## config.mk

```make
export PLATFORM = sky130hd
export DESIGN_NAME = if_fetch_stage
export DESIGN_NICKNAME = d
export VERILOG_FILES = /design/src/rtl/if_fetch_stage.sv
export SDC_FILE = /design/constraint.sdc
export NUM_CORES = 1
export LEC_CHECK = 0
export CAP_MARGIN = 20
export CORE_UTILIZATION = 50
export DETAILED_ROUTE_END_ITERATION = 10
export HOLD_SLACK_MARGIN = 0.08
export PLACE_DENSITY = 0.8
export SYNTH_ARGS = -nofsm -noshare
export SYNTH_HDL_FRONTEND = slang
export SYNTH_SLANG_ARGS = --single-unit
export TNS_END_PERCENT = 10
```

## constraint.sdc

```tcl
create_clock -name clk -period 2.7 [get_ports clk]
set_input_delay 0.54 -clock clk [delete_from_list [all_inputs] [get_ports clk]]
set_output_delay 0.54 -clock clk [all_outputs]
set_load 0.005 [all_outputs]
```

## src/rtl/if_fetch_stage.sv

```systemverilog
// Instruction-fetch stage: owns the PC, drives the instruction-memory request/valid
// handshake, buffers a response while the pipeline is stalled, drops responses of
// squashed fetches and loads the IF/ID pipeline register.
module if_fetch_stage #(
    parameter logic [31:0] RESET_PC  = 32'h0000_0000,
    parameter logic [31:0] NOP_INSTR = 32'h0000_0000
) (
    input  logic        clk,
    input  logic        rst_n,
    input  logic        PCWr,
    input  logic        IFIDWr,
    input  logic        flush,
    input  logic [31:0] branchTarget,
    output logic        imemReq,
    output logic [31:0] imemAddr,
    input  logic [31:0] imemRdata,
    input  logic        imemValid,
    output logic [31:0] IFIDInstr,
    output logic [31:0] IFIDPCPlus4,
    output logic        IFIDValid,
    output logic        fetchStall
);

    localparam int unsigned XLEN = 32;

    typedef enum logic [1:0] {
        S_IDLE = 2'd0,
        S_REQ  = 2'd1,
        S_DROP = 2'd2,
        S_HOLD = 2'd3
    } state_t;

    state_t state;
    state_t state_next;

    logic [XLEN-1:0] pc;
    logic [XLEN-1:0] pc_next;
    logic [XLEN-1:0] pend;
    logic [XLEN-1:0] pend_next;
    logic [XLEN-1:0] hold_instr;
    logic [XLEN-1:0] hold_instr_next;
    logic [XLEN-1:0] hold_pc4;
    logic [XLEN-1:0] hold_pc4_next;
    logic [XLEN-1:0] ifid_instr_next;
    logic [XLEN-1:0] ifid_pc4_next;
    logic            ifid_valid_next;
    logic            bubble;

    logic            advance;
    logic [XLEN-1:0] pc_plus4;
    logic [XLEN-1:0] target;

    // A PCWr/IFIDWr mismatch counts as a stall; redirect targets are word aligned.
    assign advance  = PCWr & IFIDWr;
    assign pc_plus4 = pc + XLEN'(4);
    assign target   = branchTarget & ~XLEN'(3);

    // State register.
    always_ff @(posedge clk or negedge rst_n) begin
        if (!rst_n) begin
            state <= S_IDLE;
        end else begin
            state <= state_next;
        end
    end

    // Next-state selection.
    always_comb begin
        state_next = state;
        unique case (state)
            S_IDLE: state_next = S_REQ;
            S_REQ: begin
                if (imemValid) begin
                    if (!flush && !advance) begin
                        state_next = S_HOLD;
                    end
                end else if (flush) begin
                    state_next = S_DROP;
                end
            end
            S_DROP: begin
                if (imemValid) begin
                    state_next = S_REQ;
                end
            end
            S_HOLD: begin
                if (flush || advance) begin
                    state_next = S_REQ;
                end
            end
            default: state_next = S_IDLE;
        endcase
    end

    // Handshake outputs decoded from registered state only (fetchStall also sees the strobe).
    always_comb begin
        imemReq    = 1'b0;
        fetchStall = 1'b0;
        unique case (state)
            S_REQ: begin
                imemReq    = 1'b1;
                fetchStall = !imemValid;
            end
            S_DROP: begin
                imemReq    = 1'b1;
                fetchStall = 1'b1;
            end
            default: begin
                imemReq    = 1'b0;
                fetchStall = 1'b0;
            end
        endcase
    end

    // During DROP the pc still holds the squashed address, so the bus stays stable.
    assign imemAddr = pc;

    // Datapath next values: pc, pending redirect, hold buffer and IF/ID slot.
    always_comb begin
        pc_next         = pc;
        pend_next       = pend;
        hold_instr_next = hold_instr;
        hold_pc4_next   = hold_pc4;
        ifid_instr_next = IFIDInstr;
        ifid_pc4_next   = IFIDPCPlus4;
        ifid_valid_next = IFIDValid;
        bubble          = 1'b0;
        unique case (state)
            S_REQ: begin
                if (imemValid) begin
                    if (flush) begin
                        pc_next = target;
                        bubble  = 1'b1;
                    end else if (advance) begin
                        ifid_instr_next = imemRdata;
                        ifid_pc4_next   = pc_plus4;
                        ifid_valid_next = 1'b1;
                        pc_next         = pc_plus4;
                    end else begin
                        hold_instr_next = imemRdata;
                        hold_pc4_next   = pc_plus4;
                    end
                end else if (flush) begin
                    pend_next = target;
                    bubble    = 1'b1;
                end else if (IFIDWr) begin
                    bubble = 1'b1;
                end
            end
            S_DROP: begin
                if (flush) begin
                    pend_next = target;
                end
                if (imemValid) begin
                    pc_next = flush ? target : pend;
                end
                bubble = flush | IFIDWr;
            end
            S_HOLD: begin
                if (flush) begin
                    pc_next = target;
                    bubble  = 1'b1;
                end else if (advance) begin
                    ifid_instr_next = hold_instr;
                    ifid_pc4_next   = hold_pc4;
                    ifid_valid_next = 1'b1;
                    pc_next         = pc_plus4;
                end
            end
            default: begin
                pc_next = pc;
            end
        endcase
        if (bubble) begin
            ifid_instr_next = NOP_INSTR;
            ifid_valid_next = 1'b0;
        end
    end

    // Datapath registers.
    always_ff @(posedge clk or negedge rst_n) begin
        if (!rst_n) begin
            pc          <= RESET_PC;
            pend        <= RESET_PC;
            hold_instr  <= '0;
            hold_pc4    <= '0;
            IFIDInstr   <= NOP_INSTR;
            IFIDPCPlus4 <= '0;
            IFIDValid   <= 1'b0;
        end else begin
            pc          <= pc_next;
            pend        <= pend_next;
            hold_instr  <= hold_instr_next;
            hold_pc4    <= hold_pc4_next;
            IFIDInstr   <= ifid_instr_next;
            IFIDPCPlus4 <= ifid_pc4_next;
            IFIDValid   <= ifid_valid_next;
        end
    end

endmodule
```

==> results of run 1 <==
[cells in the final DEF, fill, tap and decap left out, types with 5 or more instances in the layout]
cell type,n
nand4_1,10
o2bb2ai_1,9
xnor2_1,20
nor2_1,71
and3_1,30
inv_1,19
o31a_1,11
clkbuf_16,17
nor4_1,8
clkbuf_8,5
mux2i_1,45
o21ai_0,77
a221oi_1,7
clkdlybuf4s50_1,164
nand3_1,18
nor3_1,23
mux2_2,101
dfrtp_1,194
buf_4,31
nand2_1,72
o22ai_1,15
a21oi_1,56
[area by class of cell]
cell class / count / area, sq um / area share, %
flip-flops and latches: 195 / 4881 / 39.96
multi-input cells: 640 / 4397 / 35.99
repair buffers: 201 / 1973 / 16.15
clock buffers: 22 / 484.2 / 3.964
well taps: 234 / 292.8 / 2.397
clock inverters: 10 / 112.6 / 0.9218
inverters: 20 / 75.07 / 0.6146
[kinds of logic (layout without fill, tap and decap cells)]
family / after synthesis / in the layout / share of synthesized area, %
compound gates: 209 / 209 / 13.28
xor+xnor: 24 / 24 / 2.193
fa+ha+maj: 5 / 5 / 0.6527
buf+inv: 88 / 253 / 3.694
flops: 195 / 195 / 50.91
mux: 146 / 146 / 16.57
simple gates: 256 / 256 / 12.70
[worst paths after layout]
path | startpoint | endpoint | slack, ns | cells after the start
setup / recovery | state[1] | fetchStall | 0.11 | 5
setup reg to reg | state[0] | imemAddr[10] | 0.25 | 8
hold reg to reg | hold_pc4[27] | hold_pc4[27] | 0.47 | 2
max in group asynchronous | rst_n | IFIDInstr[5] | 1.83 | 2
hold / removal | rst_n | IFIDPCPlus4[25] | 0.11 | 1
min in group clk | hold_pc4[27] | hold_pc4[27] | 0.47 | 2
[routing by layer]
layer / global-route usage, % / vias up
li1: - / 3611
met1: 33.29 / 3781
met2: 43.21 / 306
met3: 7.248 / 44
met4: 8.467 / 0
met5: 0 / -
[flip-flops by register name (all words and copies together) (netlist names)]
register and flops:
IFIDValid 1, state 2, hold_instr 32, IFIDInstr 32
pend 32, imemAddr 32, hold_pc4 32, IFIDPCPlus4 32
[stage by stage]
stage	worst slack (ns)	cell area, sq um	util, %	total power [mW]
finish	0.1138	12220	65.09	13.98
global route	0.002772	12220	65.09	14.83
CTS	0.01425	12190	64.97	14.01
detailed placement	0.2170	11590	61.77	11.39
global placement	0.2573	11590	61.77	11.14
floorplan	0.4718	9584	-	8.593
[critical path, stage by stage, from the launching register on]
cell and delay [ns]:
dfrtp_2 0.46, inv_1 0.12, ha_2 0.23, nor2b_4 0.18
o21a_1 0.11, clkdlybuf4s50_1 0.51
[power by group through the flow]
stage	logic (mW)	registers, mW	clock network [mW]
5_1_grt	6.65	5.45	2.74
3_5_place_dp	6.09	5.30	0
4_1_cts	6.13	5.26	2.61
2_1_floorplan	3.52	5.08	0
3_3_place_gp	5.91	5.23	0
6_report	6.13	5.28	2.57
[cell usage after synthesis (all sizes together), types with 17 or more instances]
library cell,number
a21oi,57
and3,31
buf,17
clkbuf,51
dfrtp,195
inv,19
mux2,101
mux2i,45
nand2,72
nand3,20
nor2,71
nor3,23
o21ai,77
xnor2,20
[repair_timing]
action	in CTS	in global routing
hold buffers	0	0
endpoints found under the setup margin	1	1
setup buffers	0	2
gates cloned	0	0
gates resized for setup	2	2
==> metrics.txt, run 1 <==
Core Box Area=18770 sq um; detailed placement HPWL=17010 um; Placed Instances=1288; Sequential Power Share=a little under two fifths; row cnt=50; CP Max Fanout=5; Synthesized Nets=998; total track usage=26.13%; Worst-Skew Late Latency=0.43 ns; outcome=finished clean; Worst EP required=2.16 ns; Clk pwr share=18.4%; GRT overflow=0; CTS tree=yes; CTS HTree Levels=4; Final Hold Vio Count=0; WL met2=12240 um; pwr/cell area=1145 nW/um^2; first-pass GRT wire length=between 40000 and 50000 um; maximum vdd drop=0.0007143 V; final wirelength=24920 um; final cell count without fillers=1322; Synth area leader=dfrtp_1; worst-margin pin slew=0.6723 ns; FILL cells=1477; CTS root buffer=clkbuf_16; highest metal used=met4; Starting Density=51.07%; Cell Int Power=9.030 mW; TNS Setup=0 ns; vias post-DR=7742; DR iter-0 viols=683; final net count=about 1200; HP Class=input pin to async pin; layout cells sized above 1=17.19%; area delta synth->final=27.45%; num ports=169; Clock Sinks=195; Max-Slew Margin vs Limit=54.83%; Unique masters post-synth=53; post-synthesis instance total=between 900 and 1000; clock-pin slew on the worst setup and hold paths=0.07 ns; Sw Share=35.42%; Port Buffers=about 170; min Tclk post-route=2.586 ns; synthesized area=9584 sq um; ranking of synthesized cells by area=dfrtp_1 51%, mux2_2 12%, mux2i_1 4.7%; Slew Limit Fails=0; Via density=between 5 and 6; Post-synth EDFFs=0; Post-synth ARST share=100.0%; CP Class=flop to output port; antenna violations before repair=0; Critical Path AT=2.05 ns; wl on met1=10210 um; clock skew=0.008809 ns; CTS Buffer Depth=2; fmax=386.7 MHz; area share of the largest cell type after synthesis=50.91%; vias in the first global route=7536; Post-DRT Antenna Nets=0; largest net degree at the start of global routing=~80; crit share post-route=95.78%; cts bufs inserted=17; Hold Slack=between 0.1 and 0.15 ns; die area=19730 sq um; CP Capture Type=output port; Synth Register Bits=~200; top_reg_cell synth=dfrtp_1; Die Y-Extent=140.5 um; RSZ-0062 raised after global routing=no; gpl congestion=0.9190; Yosys warning total=0; part of the power in combinational logic=43.9%; die width=140.5 um; Syn Area/Cell=10.38 sq um; antenna fix cells=0; sequential fraction of the synthesis area=50.91%; P_sw=4.952 mW; drt drc=0; final setup violation count=0; crit path launch type=flop; Pre-antenna DRT Iters=7; DR WL/cell=18.85 um; Met3 Wirelength=1919 um; Pleak=5.251 nW; max_cap viols=0
Note: power is estimated with default switching activity, not from simulation.
==> run 2, diff against run 1 <==
--- a/config.mk
+++ b/config.mk
@@ -10,6 +10,7 @@
 export DETAILED_ROUTE_END_ITERATION = 10
 export HOLD_SLACK_MARGIN = 0.08
 export PLACE_DENSITY = 0.8
+export SLEW_MARGIN = 20
 export SYNTH_ARGS = -nofsm -noshare
 export SYNTH_HDL_FRONTEND = slang
 export SYNTH_SLANG_ARGS = --single-unit
==> results of run 2 <==
No change in the layout: final DEF, timing and power equal those of run 1.
==> run 3, diff against run 2 <==
--- a/config.mk
+++ b/config.mk
@@ -10,7 +10,6 @@
 export DETAILED_ROUTE_END_ITERATION = 10
 export HOLD_SLACK_MARGIN = 0.08
 export PLACE_DENSITY = 0.8
-export SLEW_MARGIN = 20
 export SYNTH_ARGS = -nofsm -noshare
 export SYNTH_HDL_FRONTEND = slang
 export SYNTH_SLANG_ARGS = --single-unit
==> results of run 3 <==
No change in the layout: final DEF, timing and power equal those of run 1.
